<file path="src/rtl/mem_store_buffer.sv">
// mem_store_buffer: in-order store FIFO that drains into word-write memory by read-modify-write and forwards pending bytes to loads
module mem_store_buffer #(
    parameter int DEPTH = 4
) (
    input  logic        Clk,
    input  logic        reset,
    input  logic        st_valid,
    input  logic [31:0] st_addr,
    input  logic [31:0] st_data,
    input  logic [3:0]  st_be,
    input  logic [31:0] st_pc,
    output logic        st_ready,
    input  logic        ld_valid,
    input  logic [31:0] ld_addr,
    output logic [31:0] ld_data,
    output logic        empty,
    output logic [31:0] dm_addr,
    output logic [31:0] dm_wd,
    output logic        dm_we,
    output logic [31:0] dm_wpc,
    input  logic [31:0] dm_rd
);
    localparam int AW = $clog2(DEPTH);
    localparam int CW = AW + 1;
    localparam logic [CW-1:0] FULL = CW'(DEPTH);

    logic [29:0]    e_addr [DEPTH];
    logic [31:0]    e_data [DEPTH];
    logic [3:0]     e_be   [DEPTH];
    logic [31:0]    e_pc   [DEPTH];
    logic [AW-1:0]  head, tail, fidx;
    logic [CW-1:0]  count;
    logic           push, drain, unused_ok;

    assign unused_ok = ^{st_addr[1:0], ld_addr[1:0]};
    assign st_ready  = count != FULL;
    assign empty     = count == '0;
    assign push      = st_valid && st_ready;
    assign drain     = !reset && !ld_valid && !empty;
    assign dm_we     = drain;
    assign dm_wpc    = e_pc[head];
    assign dm_addr   = ld_valid ? {ld_addr[31:2], 2'b00} : !empty ? {e_addr[head], 2'b00} : 32'h0;

    always_comb begin
        dm_wd = dm_rd;
        for (int b = 0; b < 4; b++)
            if (e_be[head][b]) dm_wd[8*b +: 8] = e_data[head][8*b +: 8];
    end

    // Walk oldest to youngest so younger matching bytes win.
    always_comb begin
        ld_data = dm_rd;
        fidx = head;
        for (int k = 0; k < DEPTH; k++) begin
            fidx = head + AW'(k);
            for (int b = 0; b < 4; b++)
                if (CW'(k) < count && e_addr[fidx] == ld_addr[31:2] && e_be[fidx][b])
                    ld_data[8*b +: 8] = e_data[fidx][8*b +: 8];
        end
    end

    always_ff @(posedge Clk) begin
        if (reset) begin
            count <= '0;
            head  <= '0;
            tail  <= '0;
        end else begin
            if (push) begin
                e_addr[tail] <= st_addr[31:2];
                e_data[tail] <= st_data;
                e_be[tail]   <= st_be;
                e_pc[tail]   <= st_pc;
                tail         <= tail + 1'b1;
            end
            if (drain) head <= head + 1'b1;
            count <= count + CW'(push) - CW'(drain);
        end
    end
endmodule
</file>
<file path="config.mk">
export PLATFORM = sky130hd
export DESIGN_NAME = mem_store_buffer
export DESIGN_NICKNAME = d
export VERILOG_FILES = /design/src/rtl/mem_store_buffer.sv
export SDC_FILE = /design/constraint.sdc
export NUM_CORES = 1
export LEC_CHECK = 0
export BUFFER_PORTS_ARGS = -buffer_cell sky130_fd_sc_hd__buf_2
export CORE_ASPECT_RATIO = 0.5
export CORE_MARGIN = 2
export CORE_UTILIZATION = 25
export CTS_BUF_LIST = sky130_fd_sc_hd__clkbuf_4 sky130_fd_sc_hd__clkbuf_8 sky130_fd_sc_hd__clkbuf_16
export DETAILED_ROUTE_END_ITERATION = 16
export MAX_ROUTING_LAYER = met4
export PLACE_DENSITY_LB_ADDON = 0.08
export SYNTH_ARGS = -nofsm -noshare
export SYNTH_HDL_FRONTEND = slang
export SYNTH_SLANG_ARGS = --single-unit
</file>
<file path="constraint.sdc">
create_clock -name Clk -period 3.4 [get_ports Clk]
set_clock_uncertainty 0.05 [all_clocks]
set_input_delay 0.17 -clock Clk [delete_from_list [all_inputs] [get_ports Clk]]
set_output_delay 0.17 -clock Clk [all_outputs]
set_load 0.02 [all_outputs]
</file>
==> metrics.txt, run 1 <==
CTS tree=built; clock latency on the worst-skew pair=0.58 ns; Max-cap violations=0; Async S/R FF share, synth=0; post-synth top area share=0.493; critical path start-end classification=flop to output pin; final setup margin=-0.763 ns; GPL Wtd Cong=0.807; worst endpoint required time=3.18 ns; top-count cell post-synth=edfxtp_1; Tmin final=4.16 ns; post-synthesis sequential area ratio=0.501; Max FO, Critical Path=10; DRT iter0 DRCs=946; root buf cell=clkbuf_16; CTS Sinks=401; Max clock buf depth=3; Final Slew Violations=0; period utilization=1.22; Max Freq=0.240 GHz; Core Footprint=95000 um2; Rows=80; port bufs=292; hold slack=0.263 ns; Total GRT Usage=0.172; Yosys reg bits=401; Leak Pwr=10.8 nW; Crit-path slowest cell=mux4_2; drt pass-1 iters=5; WL final=83500 um; CP top delay family=buffers and inverters; Post-synth EDFFs=392; failing checks=setup timing; CP arrival=3.94 ns; Remaining Overflow, GRT=0; Starting Density=0.251; pwr dens=623 nW/um2; Setup Total Neg Slack=-22.16 ns; buffer and inverter count on the worst path=7; antenna violations before repair=3; post-route DRC violation count=0; final core utilization=0.337; share of layout cells above drive strength 1=0.476; post-route total power=20.0 mW; final hold violations=0; Die Width=441 um; crit end category=output pin; Post-Synthesis Cell Area=23900 um2; slew margin rel.=0.486; met1 Track Usage GR=0.228; Avg Inst Size Synth=15.7 um2; Post-synth top cells=edfxtp_1 (392), mux4_2 (242), mux2i_1 (123); Hold Crit Class=primary input to flop; Antenna Nets Post-Route=0; Cells after Synth=1519; Area Overhead vs Synth=34.2%; crit-path cells=buf_12, buf_8, mux4_2, xor2_4, nor4_4, o2111ai_4, buf_12, buf_6, nor3_4, buf_6, buf_4, a2111oi_0, o22ai_1, o21ai_1, buf_2; vias in the first global route=17400; Via density=4.96; Synth area leader=edfxtp_1; Worst VDD drop=0.000317 V; Vias=16900; RSZ-0062 raised after global routing=true; number of nets in the layout=2275; Worst setup SP type=flop; Reg clk slew, reported paths=0.06 ns; final setup vio count=32; first-pass GRT wire length=121000 um; Synth Flop Type=edfxtp_1; status=finished, violations left; largest cells by area after synthesis=edfxtp_1 (49%), mux4_2 (23%), mux2i_1 (5.2%); I/O pins=299; GRT met3 Usage=0.0266; Post-DP HPWL=59400 um; Die H=222 um; largest net degree at the start of global routing=60; GR peak layer=met2; H-tree depth=2; met2 usage=0.277; WL per Instance=24.5 um; full die area=98100 um2; CTS buffer count=45; Ys Warns=0; Crit path largest cell delay=0.55 ns; Least-Margin Pin Slew=0.770 ns; Yosys cell types=70
## path summary, 6_finish.rpt
| path | slack [ns] | depth (start not counted) | to | from |
|---|---|---|---|---|
| min | 0.26 | 2 | e_pc[3][21] | st_pc[21] |
| min reg2reg | 0.58 | 3 | tail[0] | tail[0] |
| max | -0.76 | 15 | ld_data[1] | head[0] |
| max reg2reg | 0.89 | 6 | e_data[0][14] | count[1] |
## cells by family after synthesis
group | count (synthesis) | synth area share
DFF | 401 | 0.501
buffers and inverters | 159 | 0.0331
adders and majority gates | 9 | 0.00504
xor gates and xnor gates | 111 | 0.0408
AOI/OAI and AO/OA | 234 | 0.0733
and+or+nand+nor | 194 | 0.0446
other | 1 | 0.000157
muxes | 410 | 0.302
## sequential cells by signal (all words and copies together), names as in the netlist, named ones only
register,cells
tail,2
e_data,128
e_be,16
count,3
e_pc,128
e_addr,120
head,2
## area by class of cell
cell class,instances,area [um2]
diodes,3,7.51
clock buffers,51,1170
clock inverters,31,325
fillers,9343,63000
inverters,20,78.8
multi-input cells,960,11600
flip-flops and latches,401,12000
well taps,1271,1590
repair buffers,670,5290
## layer usage
metal  routed length (um)  vias to the layer above
li1                     -                     7549
met1                38000                     8900
met2                40800                      343
met3                 3130                       94
met4                 1580                        0
met5                    0                        -
## placed cells by master, fill, tap and decap left out, types with 7 or more instances in the layout
cell,n
mux2i_1,115
inv_1,18
clkbuf_16,48
nand2_1,90
a22o_1,26
mux4_2,242
a2111oi_2,10
nand4_1,12
xor2_1,34
a2111oi_0,12
ha_1,8
xnor2_2,7
nor2_1,23
edfxtp_1,392
mux2_2,41
clkinv_1,7
buf_12,45
o22ai_1,36
a2111oi_1,13
dlygate4sd3_1,101
xnor2_1,69
o41ai_1,21
buf_6,17
buf_4,214
clkinvlp_4,7
o21ai_1,29
a21oi_1,17
o41ai_2,11
nand2b_1,7
clkinv_2,8
o21ai_0,8
buf_2,286
## timing repair
action / in CTS / in global routing
gates cloned: 0 / 3
hold buffers: 101 / 0
endpoints found under the hold margin: 401 / 0
endpoints found under the setup margin: 64 / 43
pin swaps: 7 / 13
buffers inserted: 11 / 10
gates resized for setup: 56 / 79
## where the power goes
group          internal, mW  switching (mW)  leakage [nW]
logic                  4.33            4.64          6.44
clock network          2.88            2.15         0.726
registers              5.75           0.208          3.63
## stage by stage
step,worst slack (ns),instances,instance area (um2)
after floorplan,0.191,1520,23900
after global placement,-0.422,3197,28600
after detailed placement,-0.383,3197,28600
after CTS,-0.792,3391,31500
after global routing,-0.912,3407,32000
final,-0.763,3407,32000
No activity file was read; power rests on OpenSTA's default activity.
==> inputs of run 2 (changes only) <==
clock period = 3.66 ns   (was 3.4 ns; I/O delays follow)
==> run 2 against run 1 <==
Compared with the run above: the run still ends with setup timing left; combinational power shrank 7.5%; non-clock buffer count shrank 60; sequential power shrank 7.4%.
==> metrics.txt, run 2 (same netlist as run 1, synthesis figures left out) <==
status=finished, violations left; failing checks=setup timing; Int Power=12.0 mW (-7.6%); Placed Area=28000 um2 (-2.1%); GPL Wtd Cong=0.787 (-2.4%); root buf cell=clkbuf_16; Largest regs=e_data x128, e_pc x128, e_addr x120; first-pass GRT wire length=119000 um (-1.2%); Sw Share=0.348 (-0.00283); post-route total power=18.4 mW (-8.0%); final hold violations=0 (unchanged); Hold Crit Class=primary input to flop; CTS Sinks=401 (unchanged); crit end category=output pin; Rows=80 (unchanged); Leak Pwr=10.9 nW (+0.51%); largest net degree at the start of global routing=117 (+95%); final non-filler cell area=32000 um2 (-0.19%); final setup margin=-0.391 ns (+0.372 ns); Area Overhead vs Synth=34.0%; Max clock buf depth=3 (unchanged); Flop pwr share=0.301 (+0.002); I/O pins=299 (unchanged); share of layout cells above drive strength 1=0.478 (+0.00215); Final Slew Violations=0 (unchanged); Tmin final=4.05 ns; Logic pwr share=0.453 (+0.003); Post-DP HPWL=57400 um (-3.3%); Worst setup SP type=flop; Total GRT Usage=0.170 (-0.00162); Die Width=441 um (unchanged); WL final=82300 um (-1.5%); CP arrival=3.82 ns (-0.12 ns); CTS tree=built; DRT iter0 DRCs=905 (-4.3%); Max Freq=0.247 GHz; number of nets in the layout=2214 (-2.7%); most frequent cells in the layout=edfxtp_1 (392), buf_2 (271), mux4_2 (242); sw power=6.39 mW (-8.7%); WL per Instance=24.6 um (+0.45%); CTS buffer count=44 (-2.2%); post-route DRC violation count=0 (unchanged); Reg clk slew, reported paths=0.06 ns (about the same); period utilization=1.11; pwr dens=575 nW/um2 (-7.8%); final setup vio count=32 (unchanged); commonest non-fill, non-tap cell in the layout=edfxtp_1; Max FO, Critical Path=12 (+2); H-tree depth=2 (unchanged); vias in the first global route=17100 (-2.1%); Vias=16400 (-2.7%); Clock power frac=0.247 (-0.005); critical path start-end classification=flop to output pin; Die H=222 um (unchanged); antenna violations before repair=3 (unchanged); port bufs=292 (unchanged); drt pass-1 iters=7 (+2); clock latency on the worst-skew pair=0.59 ns (about the same); Antenna Nets Post-Route=0 (unchanged); Worst VDD drop=0.000233 V (-26%); Remaining Overflow, GRT=0 (unchanged); Starting Density=0.251 (unchanged); RSZ-0062 raised after global routing=true; Max-cap violations=0 (unchanged); Core Footprint=95000 um2 (unchanged); Least-Margin Pin Slew=0.902 ns (+0.132 ns); full die area=98100 um2 (unchanged); worst endpoint required time=3.43 ns (+0.25 ns); Via density=4.92 (-0.81%); slew margin rel.=0.399 (-0.0878)
run 2: cell types whose count changed in the layout (fill, tap and decap cells not counted), moves of 6 or more:
cell,change
buf_4,-55
buf_2,-15
o41ai_1,-11
buf_6,+8
xnor2_1,-7
xnor2_2,+7
a2111oi_4,+6
o41ai_2,+6
run 2: routing by layer:
layer	part of all wire	GRT usage	vias up	wire length, um
li1	-	-	7410	-
met1	0.46	0.231	8659	37900
met2	0.49	0.276	294	40400
met3	0.035	0.0230	67	2840
met4	0.014	0.0287	0	1150
met5	0	-	-	0
run 2: path summary, 6_finish.rpt:
| path | startpoint | end | slack (ns) | depth (start not counted) |
|---|---|---|---|---|
| setup / recovery | head[0] | ld_data[1] | -0.39 | 16 |
| hold / removal | ld_valid | head[1] | 0.23 | 5 |
| setup reg to reg | count[1] | e_pc[0][27] | 1.30 | 6 |
| hold reg to reg | count[0] | count[0] | 0.59 | 2 |
run 2: cell type report:
class	instances	area (um2)
flip-flops and latches	401	12000
multi-input cells	960	11900
repair buffers	610	4950
well taps	1271	1590
diodes	2	5.00
clock inverters	23	228
clock buffers	55	1220
inverters	20	75.1
fillers	9280	63000
run 2: worst max-delay path, cell delays in order (launching register included):
cell and delay (ns):
dfxtp_4 0.37, buf_4 0.14, buf_12 0.15, buf_12 0.14
buf_4 0.13, mux2i_1 0.17, o2bb2ai_1 0.16, o2bb2ai_1 0.16
a2111oi_4 0.38, nand4_1 0.15, buf_6 0.17, buf_12 0.16
buf_12 0.15, o41ai_4 0.34, o22ai_1 0.16, o21ai_1 0.11
buf_4 0.15
run 2: metrics by stage:
| step | instances | util | hold WS (ns) | worst slack (ns) | TNS, ns |
|---|---|---|---|---|---|
| global placement | 3120 | 0.295 | 0.351 | -0.146 | -2.35 |
| detailed placement | 3120 | 0.295 | 0.354 | -0.194 | -2.84 |
| finish | 3342 | 0.336 | 0.229 | -0.391 | -10.76 |
| CTS | 3319 | 0.327 | 0.174 | -0.491 | -14.82 |
| floorplan | 1520 | - | 0.232 | 0.438 | 0 |
| global route | 3342 | 0.336 | 0.214 | -0.602 | -17.29 |
run 2: what timing repair did:
item | CTS | global route
hold buffers | 101 | 0
resized for setup | 80 | 131
pin swaps | 12 | 17
endpoints found under the setup margin | 57 | 32
cloned | 4 | 0
buffers inserted | 16 | 21
hold endpoints to repair | 401 | 0
run 2: power by group through the flow:
stage	Sequential [mW]	Clock, mW	Combinational (mW)
2_1_floorplan	5.55	0	5.29
3_3_place_gp	5.68	0	7.70
3_5_place_dp	5.68	0	7.66
4_1_cts	5.53	4.72	8.12
5_1_grt	5.55	4.90	8.91
6_report	5.52	4.54	8.31
==> inputs of run 3 (changes only) <==
ABC_AREA = 1   (was unset)
==> run 3 against run 2 <==
Compared with the run above: the run still ends with setup timing left; clock power is essentially flat; synthesized cell count grew 120%; core utilization shrank 0.24 points; fmax grew 9.3%; worst setup slack gained 0.34 ns; first-iteration DRC count grew 82%; die area grew 4.2%; sequential share of layout area shrank 0.96 points; register-to-register slack lost 0.10 ns; area after synthesis grew 4.3%; non-clock buffer count shrank 29; critical path type unchanged; critical endpoint is now ld_data[17].
==> metrics.txt, run 3 <==
Die H=227 um (+2.1%); area share of fa/ha/maj cells after synthesis=0.00483 (-0.000205); Max-cap violations=0 (unchanged); Setup Total Neg Slack=-0.136 ns (+10.63 ns); critical path start-end classification=flop to output pin; crit-path cells=buf_8, nand2_8, buf_16, nor2_1, a21oi_1, nand2_1, nand2_1, nand2_1, nor2_1, buf_4, nand2_1, nor2_1, nand2_1, nor2_4, buf_12, buf_16, nand3_1, nand2_1, inv_1, a21oi_1, buf_4, buf_4; slew margin rel.=0.412 (+0.0138); Max Freq=0.270 GHz (+9.3%); Async S/R FF share, synth=0 (unchanged); Flop pwr share=0.243 (-0.058); largest net degree at the start of global routing=145 (+24%); final setup margin=-0.0468 ns (+0.344 ns); CP arrival=3.47 ns (-0.35 ns); Leak Pwr=14.2 nW (+31%); DR WL met3=5640 um (+98%); Placed Area=28700 um2 (+2.3%); Post-Synthesis Cell Area=24900 um2 (+4.3%); Hold Crit Class=primary input to flop; placed insts=4852 (+56%); Final Slew Violations=0 (unchanged); length of routed met2 wiring=52900 um (+31%); Remaining Overflow, GRT=0 (unchanged); final non-filler cell area=32800 um2 (+2.6%); Least-Margin Pin Slew=0.881 ns (-0.0208 ns); Clock power frac=0.201 (-0.046); post-synthesis sequential area ratio=0.481 (-0.0204); Post-DP HPWL=68200 um (+19%); Rows=81 (+1.3%); compound-gate portion of the synthesized area=0.127 (+0.0537); Yosys reg bits=401 (unchanged); Post-synth top cells=nand2_1 (1217), edfxtp_1 (392), nand3_1 (325); period utilization=1.01 (-0.0941); post-route total power=22.6 mW (+23%); M1 WL=48400 um (+28%); Crit path top cell by count=nand2_1; Tmin final=3.71 ns (-0.344 ns); Worst setup SP type=flop; Cells after Synth=3273 (+120%); number of nets in the layout=3907 (+76%); worst endpoint required time=3.43 ns (about the same); Max FO, Critical Path=8 (-4); multiplexer area fraction after synthesis=0.0145 (-0.288); antenna violations before repair=9 (+6); Total GRT Usage=0.214 (+0.0433); H-tree depth=2 (unchanged); CTS Sinks=401 (unchanged); Synth area leader=edfxtp_1; final core utilization=0.334 (-0.00243); CTS buffer count=43 (-2.3%); status=finished, violations left; commonest non-fill, non-tap cell in the layout=nand2_1; vias in the first global route=24100 (+41%); RSZ-0062 raised after global routing=true; final setup vio count=5 (-84%); Synth Flop Type=edfxtp_1; Post-Synth XOR/XNOR Area=0.00317 (-0.0376); Int Power=12.1 mW (+0.62%); Logic pwr share=0.557 (+0.104); Yosys cell types=34 (-51%); Ys Warns=0 (unchanged); CTS tree=built; Via density=4.82 (-2.0%); Starting Density=0.253 (+0.00211); Area Overhead vs Synth=31.9%; Crit path largest cell delay=0.40 ns (+0.02 ns); top-count cell post-synth=nand2_1; Crit-path slowest cell=dfxtp_4; Reg clk slew, reported paths=0.07 ns (about the same); port bufs=292 (unchanged); fin cells=5100 (+53%); Vias=24600 (+50%); Post-synth EDFFs=392 (unchanged); full die area=102000 um2 (+4.2%); Post-Place Setup Slack=0.201 ns (+0.395 ns); largest cells by area after synthesis=edfxtp_1 (47%), nand2_1 (18%), nand3_1 (6.5%); Max clock buf depth=3 (unchanged); WL final=109000 um (+32%); final hold violations=0 (unchanged); WL per Instance=21.4 um (-13%); failing checks=setup timing; crit end category=output pin; clock latency on the worst-skew pair=0.61 ns (+0.02 ns); first-pass GRT wire length=158000 um (+33%); root buf cell=clkbuf_16; pwr dens=690 nW/um2 (+20%); largest family of logic cells by synthesized area=simple AND/OR/NAND/NOR gates; post-synth top area share=0.473 (-0.0201); Synth Area in Simple Gates=0.300 (+0.255); hold slack=0.259 ns (+0.0303 ns); I/O pins=299 (unchanged); Core Footprint=98200 um2 (+3.4%); Worst VDD drop=0.000384 V (+65%); post-route DRC violation count=0 (unchanged); DRT iter0 DRCs=1649 (+82%); Antenna Nets Post-Route=0 (unchanged); share of layout cells above drive strength 1=0.209 (-0.269); Avg Inst Size Synth=7.60 um2 (-52%); sw power=10.6 mW (+66%); drt pass-1 iters=5 (-2); Sw Share=0.468 (+0.120); most frequent cells in the layout=nand2_1 (1193), edfxtp_1 (392), nand3_1 (315); GPL Wtd Cong=0.843 (+7.2%); Max Used Layer=met4; Die Width=450 um (+2.1%); Largest regs=e_data x128, e_pc x128, e_addr x120
## run 3: cell count changes in the layout (fill, tap and decap cells not counted), moves of 186 or more
cell,before,now
o21ai_0,7,221
inv_1,19,205
mux4_2,242,0
nand3_1,3,315
nand2_1,90,1193
nor2_1,23,240
## run 3: final cells by class
type                            instances  area [um2]
Inverter                              248         951
Timing Repair Buffer                  581        4990
Tap cell                             1328        1660
Sequential cell                       401       12000
Clock inverter                         26         268
Multi-Input combinational cell       2455       11800
Clock buffer                           52        1140
Fill cell                           10400       65400
Antenna cell                            9        22.5
## run 3: power by group through the flow
stage	clock network [mW]	registers (mW)	logic (mW)
final	4.54	5.49	12.6
after detailed placement	0	5.58	11.1
after global routing	4.88	5.52	13.8
after CTS	4.71	5.50	12.4
after floorplan	0	5.53	7.00
after global placement	0	5.58	11.1
## run 3: final timing paths
kind	end	cells after the start	slack (ns)	startpoint
worst max register to register	count[2]	11	1.20	count[1]
worst max-delay path	ld_data[17]	22	-0.05	head[0]
worst min-delay path	e_data[3][16]	2	0.26	st_data[16]
worst min register to register	tail[1]	2	0.49	tail[1]
## run 3: layer usage
layer | vias to the layer above | GRT usage
li1 | 11900 | -
met3 | 123 | 0.0327
met5 | - | -
met4 | 0 | 0.0504
met1 | 11900 | 0.267
met2 | 621 | 0.365
## run 3: worst max-delay path: cells and delay by family, from the launching register on
family / cells / cell delay [ns]
AOI/OAI and AO/OA: 2 / 0.30
buffers and inverters: 8 / 1.10
DFF: 1 / 0.40
and+or+nand+nor: 12 / 1.06
## run 3: timing repair
| action | 4_1_cts | 5_1_grt |
|---|---|---|
| gates cloned | 17 | 4 |
| endpoints found under the hold margin | 400 | 0 |
| setup buffers | 26 | 14 |
| pin swaps | 21 | 17 |
| endpoints found under the setup margin | 36 | 32 |
| gates resized for setup | 150 | 87 |
| hold buffers | 100 | 0 |
## run 3: cell families after synthesis
| logic type | after synthesis |
|---|---|
| adders and majority gates | 9 |
| xor gates and xnor gates | 9 |
| buffers and inverters | 425 |
| AOI/OAI and AO/OA | 555 |
| and+or+nand+nor | 1841 |
| muxes | 32 |
| DFF | 401 |
| other | 1 |
